<file path="config.mk">
export PLATFORM = sky130hd
export DESIGN_NAME = fsm_seq_gen
export DESIGN_NICKNAME = d
export VERILOG_FILES = /design/src/rtl/fsm_seq_pkg.sv /design/src/rtl/fsm_seq_rom.sv /design/src/rtl/fsm_seq_gen.sv
export SDC_FILE = /design/constraint.sdc
export NUM_CORES = 1
export LEC_CHECK = 0
export ABC_AREA = 1
export CAP_MARGIN = 10
export CORE_ASPECT_RATIO = 0.8
export CORE_MARGIN = 8
export CORE_UTILIZATION = 51
export DETAILED_ROUTE_END_ITERATION = 16
export PLACE_DENSITY = 0.87
export SLEW_MARGIN = 20
export SYNTH_ARGS = -nofsm -noshare
export SYNTH_HDL_FRONTEND = slang
export SYNTH_SLANG_ARGS = --single-unit
</file>
<file path="constraint.sdc">
create_clock -name clk -period 2.15 [get_ports clk]
set_input_delay 0.43 -clock clk [delete_from_list [all_inputs] [get_ports clk]]
set_output_delay 0.43 -clock clk [all_outputs]
set_load 0.02 [all_outputs]
</file>
<file path="src/rtl/fsm_seq_pkg.sv">
// Shared constants for the detector stimulus generator: step table, care masks,
// state encoding and detector input bit positions.
package fsm_seq_pkg;

  localparam int NSTEPS = 12;

  // Detector input bit positions within pat.
  localparam int I1_BIT = 0;
  localparam int I2_BIT = 1;
  localparam int I3_BIT = 2;
  localparam int I4_BIT = 3;

  typedef enum logic [1:0] {
    IDLE   = 2'd0,
    DRIVE  = 2'd1,
    FINISH = 2'd2
  } state_t;

  // Index 0 holds step 1.
  localparam logic [3:0] STEP_VEC [NSTEPS] = '{
    4'h4, 4'hD, 4'h9, 4'h4, 4'h6, 4'h7, 4'hF, 4'h3, 4'hA, 4'hC, 4'h5, 4'h1
  };

  // Bits the detector examines at each step; flipping them breaks the advance.
  localparam logic [3:0] CARE_MASK [NSTEPS] = '{
    4'h4, 4'h9, 4'h4, 4'h5, 4'hB, 4'h1, 4'h8, 4'hC, 4'h9, 4'h6, 4'h9, 4'h4
  };

endpackage

</file>
<file path="src/rtl/fsm_seq_rom.sv">
// Step lookup: step number 1..12 -> {vector, care mask}; other indices give zeros.
module fsm_seq_rom
  import fsm_seq_pkg::*;
(
  input  logic [3:0] idx,
  output logic [3:0] vec,
  output logic [3:0] mask
);

  always_comb begin
    vec  = 4'h0;
    mask = 4'h0;
    if (idx >= 4'd1 && idx <= 4'(NSTEPS)) begin
      vec  = STEP_VEC[idx - 4'd1];
      mask = CARE_MASK[idx - 4'd1];
    end
  end

endmodule

</file>
<file path="src/rtl/fsm_seq_gen.sv">
// Drives the 12-step detector walk on pat, each step held DWELL cycles, with
// optional single-step corruption that sends the detector back to s1.
module fsm_seq_gen
  import fsm_seq_pkg::*;
#(
  parameter int DWELL = 5,
  parameter int CW    = 8
) (
  input  logic       clk,
  input  logic       reset,
  input  logic       start,
  input  logic       inject_err,
  input  logic [3:0] err_step,
  output logic [3:0] pat,
  output logic [3:0] step_idx,
  output logic       busy,
  output logic       done,
  output logic       aborted
);

  state_t        state;
  logic [CW-1:0] cnt;
  logic [3:0]    err_q;

  logic [3:0] next_idx;
  logic [3:0] err_sel;
  logic [3:0] rom_vec;
  logic [3:0] rom_mask;
  logic [3:0] next_pat;
  logic       err_valid;
  logic       step_end;

  fsm_seq_rom u_rom (
    .idx  (next_idx),
    .vec  (rom_vec),
    .mask (rom_mask)
  );

  // The ROM is addressed with the step about to be driven so pat can be registered.
  always_comb begin
    err_valid = inject_err && (err_step >= 4'd1) && (err_step <= 4'(NSTEPS));
    next_idx  = (state == IDLE) ? 4'd1 : step_idx + 4'd1;
    err_sel   = (state == IDLE) ? (err_valid ? err_step : 4'd0) : err_q;
    next_pat  = rom_vec ^ ((next_idx == err_sel) ? rom_mask : 4'h0);
    step_end  = (cnt == CW'(DWELL - 1));
  end

  always_ff @(posedge clk) begin
    if (!reset) begin
      state    <= IDLE;
      cnt      <= '0;
      err_q    <= 4'd0;
      pat      <= 4'h0;
      step_idx <= 4'd0;
      busy     <= 1'b0;
      done     <= 1'b0;
      aborted  <= 1'b0;
    end else begin
      case (state)
        IDLE: begin
          pat      <= 4'h0;
          step_idx <= 4'd0;
          busy     <= 1'b0;
          done     <= 1'b0;
          if (start) begin
            state    <= DRIVE;
            err_q    <= err_sel;
            aborted  <= 1'b0;
            cnt      <= '0;
            step_idx <= 4'd1;
            pat      <= next_pat;
            busy     <= 1'b1;
          end
        end
        DRIVE: begin
          if (step_end) begin
            cnt <= '0;
            // A corrupted step ends the run early; the detector is already back in s1.
            if (step_idx == err_q || step_idx == 4'(NSTEPS)) begin
              state    <= FINISH;
              aborted  <= (step_idx == err_q);
              pat      <= 4'h0;
              step_idx <= 4'd0;
              busy     <= 1'b0;
              done     <= 1'b1;
            end else begin
              step_idx <= next_idx;
              pat      <= next_pat;
            end
          end else begin
            cnt <= cnt + CW'(1);
          end
        end
        FINISH: begin
          done  <= 1'b0;
          state <= IDLE;
        end
        default: state <= IDLE;
      endcase
    end
  end

endmodule
</file>
==> results of run 1 <==
-- synthesized netlist by cell type, types with 3 or more instances --
master	number	area share (%)
a21oi_1	19	5.2
dfxtp_1	25	27
ha_1	11	7.5
inv_1	39	8.0
inv_2	3	0.62
nand2_1	88	18
nand2_2	3	1.0
nand3_1	23	6.3
nand3_2	5	2.7
nand4_1	4	1.4
nor2_1	22	4.5
nor2_2	4	1.4
nor3_1	8	2.2
o21ai_0	11	3.0
xnor2_1	4	1.9
-- flip-flops by register name, indices dropped and copies added (netlist names) --
register  count
aborted       1
cnt           8
busy          1
done          1
pat           4
step_idx      4
state         2
err_q         4
-- worst max-delay path by stage --
stage | from | endpoint | slack, ns
after floorplan | step_idx[0] | pat[1] | 0.03
after global placement | start | cnt[7] | 0.05
after detailed placement | err_step[3] | pat[1] | 0.03
after CTS | step_idx[0] | pat[1] | 0.03
after global routing | cnt[0] | pat[2] | -0.009
final | step_idx[0] | pat[0] | 0.11
-- repair_timing --
item                                    4_1_cts  5_1_grt
gates resized for setup                       0        6
hold buffers                                  0        0
endpoints found under the setup margin        0        8
-- power breakdown --
group	leakage (nW)	internal [mW]	switching, mW
Combinational	0.803	0.148	0.241
Clock	0.0255	0.130	0.148
Sequential	0.205	0.490	0.0216
Total	1.03	0.767	0.411
-- layout make-up --
cell class / instances / area share (%)
Clock buffer: 3 / 1.898
Clock inverter: 1 / 0.2300
Inverter: 42 / 7.246
Multi-Input combinational cell: 217 / 53.59
Sequential cell: 25 / 23.23
Tap cell: 42 / 2.415
Timing Repair Buffer: 27 / 11.39
-- routing by layer --
layer  part of all wire [%]  wire (µm)  up-vias
li1                       -          -      973
met1                     51       2218      846
met2                     43       1861       38
met3                    5.6        243        2
met4                   0.18          8        0
met5                      0          0        -
-- metrics by stage --
stage	cell area [µm²]	setup WS [ns]	utilization [%]
detailed placement	2112	0.03168	61.70
finish	2176	0.1120	63.56
global route	2176	-0.009021	63.56
global placement	2112	0.05050	61.70
CTS	2158	0.03104	63.05
floorplan	1834	0.02916	-
-- worst min-delay path, cell delays in order (launching register included) --
cell and delay (ns):
dfxtp_1 0.32, nand2_1 0.06, a21oi_1 0.05
-- logic make-up after synthesis --
logic type | after synthesis
buffers and inverters | 45
flip-flops | 25
adder cells (fa/ha/maj) | 11
AND/OR/NAND/NOR | 164
XOR/XNOR | 6
AO/OA/AOI/OAI | 36
==> results.toml, run 1 <==
[synth]
synth-async-reset-ratio_pct = 0
synthAdderAreaFrac_pct = 7.534
ys_ff_latch = 25
synth_ff_type = "dfxtp_1"
synth_compound_area_share_pct = 10.34
syn_nets = 306
synthMuxAreaShare_pct = 0
synth.avg_cell_area_um2 = 6.365
synth-xor-area-share_pct = 2.877
yosysSeqAreaShare_pct = 27.40
synth_cell_types = 30
syn_inst = 287
yosys.area_share.simple_pct = 41.99
synth-edff-count = 0
netlist_area_um2 = 1827
synth_top_family_by_area = "simple AND/OR/NAND/NOR gates"
ys_warn_count = 0

[placement]
io_buffers = 18
placed_cells = 353
place_congestion = 0.9070
dpl.hpwl_um = 3387

[critical_path]
worstPathCellList = "inv_2 > ha_1 > inv_1 > nor2_2 > inv_2 > ha_2 > nand3_1 > nand2_1 > nand2_1 > nand3_1 > nand2_1 > nand3_1 > nand3_1 > a21oi_1"
required_ns = 2.29
start_kind = "flop"
cp_max_fo = 4
reg2regPathDepth = 14
reg2reg_slack_ns = 0.11
rr_endpoint = "pat[0]"
path_delay_family = "simple AND/OR/NAND/NOR gates"
end_kind = "flop"
path_buf_inv = 3
max_stage_delay_ns = 0.36
critPathKind = "reg2reg"
r2r_start = "step_idx[0]"
worst_path_max_delay_cell = "dfxtp_4"
crit_arrival_ns = 2.18
cp_common_cell = "nand3_1"
crit_cells = 14

[clock_network]
cts_tree = "done"
cts_buffers = 3
cts.reportedPaths.clkPinSlew_ns = 0.08
clockBufferDepth = 2
cts-root-buf = "clkbuf_8"
post_cts_buffers = 0
clkSinkCount = 25
htreeDepth = 1
clk_latency_ns = 0.27

[die]
core_um2 = 3423
start_util_pct = 53.36
io_pins = 19
fp.dieArea_um2 = 5765
die_h_um = 69.53
fp.dieW_um = 82.91
rows = 19

[layout]
register_area_um2 = 505.5
final_cell_mix = "nand2_1 (88), inv_1 (38), nand3_1 (23), dfxtp_1 (23), nor2_1 (21)"
mostFrequentLayoutCell = "nand2_1"
drive_gt1_share_pct = 12.70
fin_cells = 357
syn_to_final_growth_pct = 19.11
fin_nets = 335
n_fill_cell = 320
antennaDiodeCount = 0
multi_input_area_um2 = 1166

[global_routing]
gr-usage-met2_pct = 22.50
grt_pass1_wl_um = 7583
grt_start_max_net_pins = 17
overflow = 0
grt_use_total_pct = 15.06
gr-usage-met1_pct = 20.64
busiest_layer = "met2"
antenna_found_initial = 0
grt_pass1_vias = 1698
use_met3_pct = 4.812

[sta]
finClkSkew_ns = 0.001129
setup_violations = 0
timing.final.max_slew_violations = 0
tightest_slew_ns = 0.4958
tns_ns = 0
whs_ns = 0.4769
finalCriticalPeriod_ns = 2.038
max_freq_ghz = 0.4907
hold_viol_final = 0
post-route-period-util_pct = 94.79
max_slew_margin_pct = 66.91

[power]
p_leak_nw = 1.033
powerDensity_nw_per_um2 = 541.1
ir_drop_mv = 0.3906
finalPower_mw = 1.177

[route]
vias = 1859
drtIter0Drc = 96
drcViolationCount = 0
viasPerCell = 5.207
routed_wl_um = 4331
antenna_left = 0
wl_per_cell_um = 12.13
firstDrtPassIters = 4

[worst_hold_path]
hp-class = "reg2reg"
worstHoldStart = "pat[2]"
min_to = "pat[2]"
holdPathStages = 2

[job]
drv_cap = 0

[outcome]
status = "finished, final reports clean"
Note: power is estimated with default switching activity, not from simulation.
==> run 2, diff against run 1 <==
--- a/config.mk
+++ b/config.mk
@@ -12,6 +12,7 @@
 export CORE_UTILIZATION = 51
 export DETAILED_ROUTE_END_ITERATION = 16
 export PLACE_DENSITY = 0.87
+export SETUP_SLACK_MARGIN = 0.2
 export SLEW_MARGIN = 20
 export SYNTH_ARGS = -nofsm -noshare
 export SYNTH_HDL_FRONTEND = slang
==> results.toml, run 2 (synthesized netlist as in run 1, its figures left out) <==
[critical_path]
reg2regPathDepth = 13
critPathKind = "reg2reg"
reg2reg_slack_ns = 0.21
crit_arrival_ns = 2.14
startpoint = "step_idx[0]"
max_stage_delay_ns = 0.35
start_kind = "flop"
worstPathCellList = "buf_4 > ha_4 > inv_1 > nand2_2 > nand3_4 > inv_1 > nand3_1 > nand3_2 > nor2_4 > nand2_1 > nand2_1 > nand3_1 > a21oi_1"
rr_endpoint = "pat[2]"
required_ns = 2.35
cp_max_fo = 8
r2r_start = "step_idx[0]"
critPathCapture = "pat[2]"
worst_path_max_delay_cell = "dfxtp_4"
end_kind = "flop"

[sta]
setup_violations = 0
timing.final.max_slew_violations = 0
tns_ns = 0
whs_ns = 0.4748
finClkSkew_ns = 0.001578
grt_setup_unrepaired = "yes"
post-route-period-util_pct = 90.18
fin_ws_ns = 0.2112
max_freq_ghz = 0.5158
max_slew_margin_pct = 64.49
finalCriticalPeriod_ns = 1.939
tightest_slew_ns = 0.5320
hold_viol_final = 0

[clock_network]
cts_tree = "done"
clockBufferDepth = 2
cts-root-buf = "clkbuf_8"
cts_buffers = 3
htreeDepth = 1
cts-hold-fix-buffers = 0
cts.reportedPaths.clkPinSlew_ns = 0.09
clk_latency_ns = 0.27
clkSinkCount = 25

[route]
firstDrtPassIters = 4
drcViolationCount = 0
routed_wl_um = 5374
highest_layer = "met4"
drtIter0Drc = 163
wl_per_cell_um = 14.72
met2WireLength_um = 2455
met3_length_um = 369
vias = 2000
antenna_left = 0
viasPerCell = 5.479
met1_length_um = 2475

[placement]
io_buffers = 18
pre_cts_ws_ns = 0.04141
placed_cells = 352
dpl.hpwl_um = 3373
place_congestion = 0.8603

[outcome]
status = "finished, final reports clean"

[power]
clockPowerShare_pct = 22.3
ir_drop_mv = 0.5581
powerDensity_nw_per_um2 = 508.9
p_leak_nw = 1.140
p_comb_share_pct = 37.2
swShare_pct = 36.44
p_sw_uw = 461.9
internal-power_uw = 805.8
p_seq_share_pct = 40.5

[layout]
n_fill_cell = 257
fin_nets = 343
mostFrequentLayoutCell = "nand2_1"
fin_cells = 365
antennaDiodeCount = 0
drive_gt1_share_pct = 26.63
syn_to_final_growth_pct = 36.37
final_cell_mix = "nand2_1 (78), inv_1 (32), dfxtp_1 (20), nand3_1 (19), a21oi_1 (18)"
regMostFlops = "cnt"
largest_reg_flops = 8

[die]
fp.dieArea_um2 = 5765
core_um2 = 3423
fp.dieW_um = 82.91
die_h_um = 69.53
io_pins = 19
rows = 19
start_util_pct = 53.36

[global_routing]
grt_pass1_wl_um = 7617
overflow = 0
grt_use_total_pct = 14.87
grt_start_max_net_pins = 17
grt_pass1_vias = 1735
antenna_found_initial = 0

[worst_hold_path]
hp-class = "reg2reg"

[job]
drv_cap = 0
## run 2: cell types whose count changed in the layout (fill, tap and decap cells not counted), moves of 4 or more
cell / previous run / this run
buf_4: 9 / 13
clkdlybuf4s50_1: 18 / 14
dlymetal6s2s_1: 0 / 4
ha_1: 10 / 4
ha_4: 0 / 6
inv_1: 38 / 32
nand2_1: 88 / 78
nand2_2: 3 / 10
nand3_1: 23 / 19
nor2_1: 21 / 16
## run 2: power groups by stage
stage	Sequential [mW]	Clock, mW	Combinational (mW)
2_1_floorplan	0.537	0	0.247
3_3_place_gp	0.522	0	0.373
3_5_place_dp	0.522	0	0.380
4_1_cts	0.512	0.284	0.384
5_1_grt	0.516	0.305	0.514
6_report	0.514	0.282	0.472
## run 2: stage by stage
stage / total power, mW / util [%] / instance area [µm²]
after detailed placement: 0.9023 / 62.21 / 2130
final: 1.268 / 72.77 / 2491
after global placement: 0.8949 / 62.21 / 2130
after floorplan: 0.7836 / - / 1859
after global routing: 1.335 / 72.77 / 2491
after CTS: 1.180 / 63.67 / 2180
## run 2: worst min path at each step
stage | from | endpoint | slack, ns | cells past startpoint
global placement | pat[1] | pat[1] | 0.46 | 2
floorplan | cnt[7] | cnt[7] | 0.44 | 2
detailed placement | pat[3] | pat[3] | 0.46 | 2
CTS | cnt[7] | cnt[7] | 0.48 | 2
finish | pat[1] | pat[1] | 0.47 | 2
global route | pat[1] | pat[1] | 0.51 | 2
## run 2: final cells by class
| class | instances | area [µm²] | area share [%] |
|---|---|---|---|
| clock buffer | 3 | 41.29 | 1.657 |
| clock inverter | 1 | 5.005 | 0.2009 |
| inverter | 42 | 166.4 | 6.680 |
| multi-input combinational | 217 | 1361 | 54.65 |
| sequential | 25 | 514.2 | 20.64 |
| tap | 42 | 52.55 | 2.109 |
| timing repair buffer | 35 | 350.3 | 14.06 |
## run 2: worst max-delay path, delay by kind of cell, from the launching register on
kind,cells,cell delay [ns]
compound gates,1,0.16
simple gates,8,0.87
flops,1,0.35
fa+ha+maj,1,0.17
buf+inv,3,0.31
## run 2: per-layer routing
metal / up-vias / global-route usage, %
met5: - / 0
met4: 0 / 1.946
met3: 11 / 4.460
met2: 81 / 21.47
met1: 925 / 21.28
li1: 983 / -
## run 2: what timing repair did
action,4_1_cts,5_1_grt
pin swaps,0,19
gates resized for setup,1,60
setup endpoints to repair,1,5
setup buffers,0,9
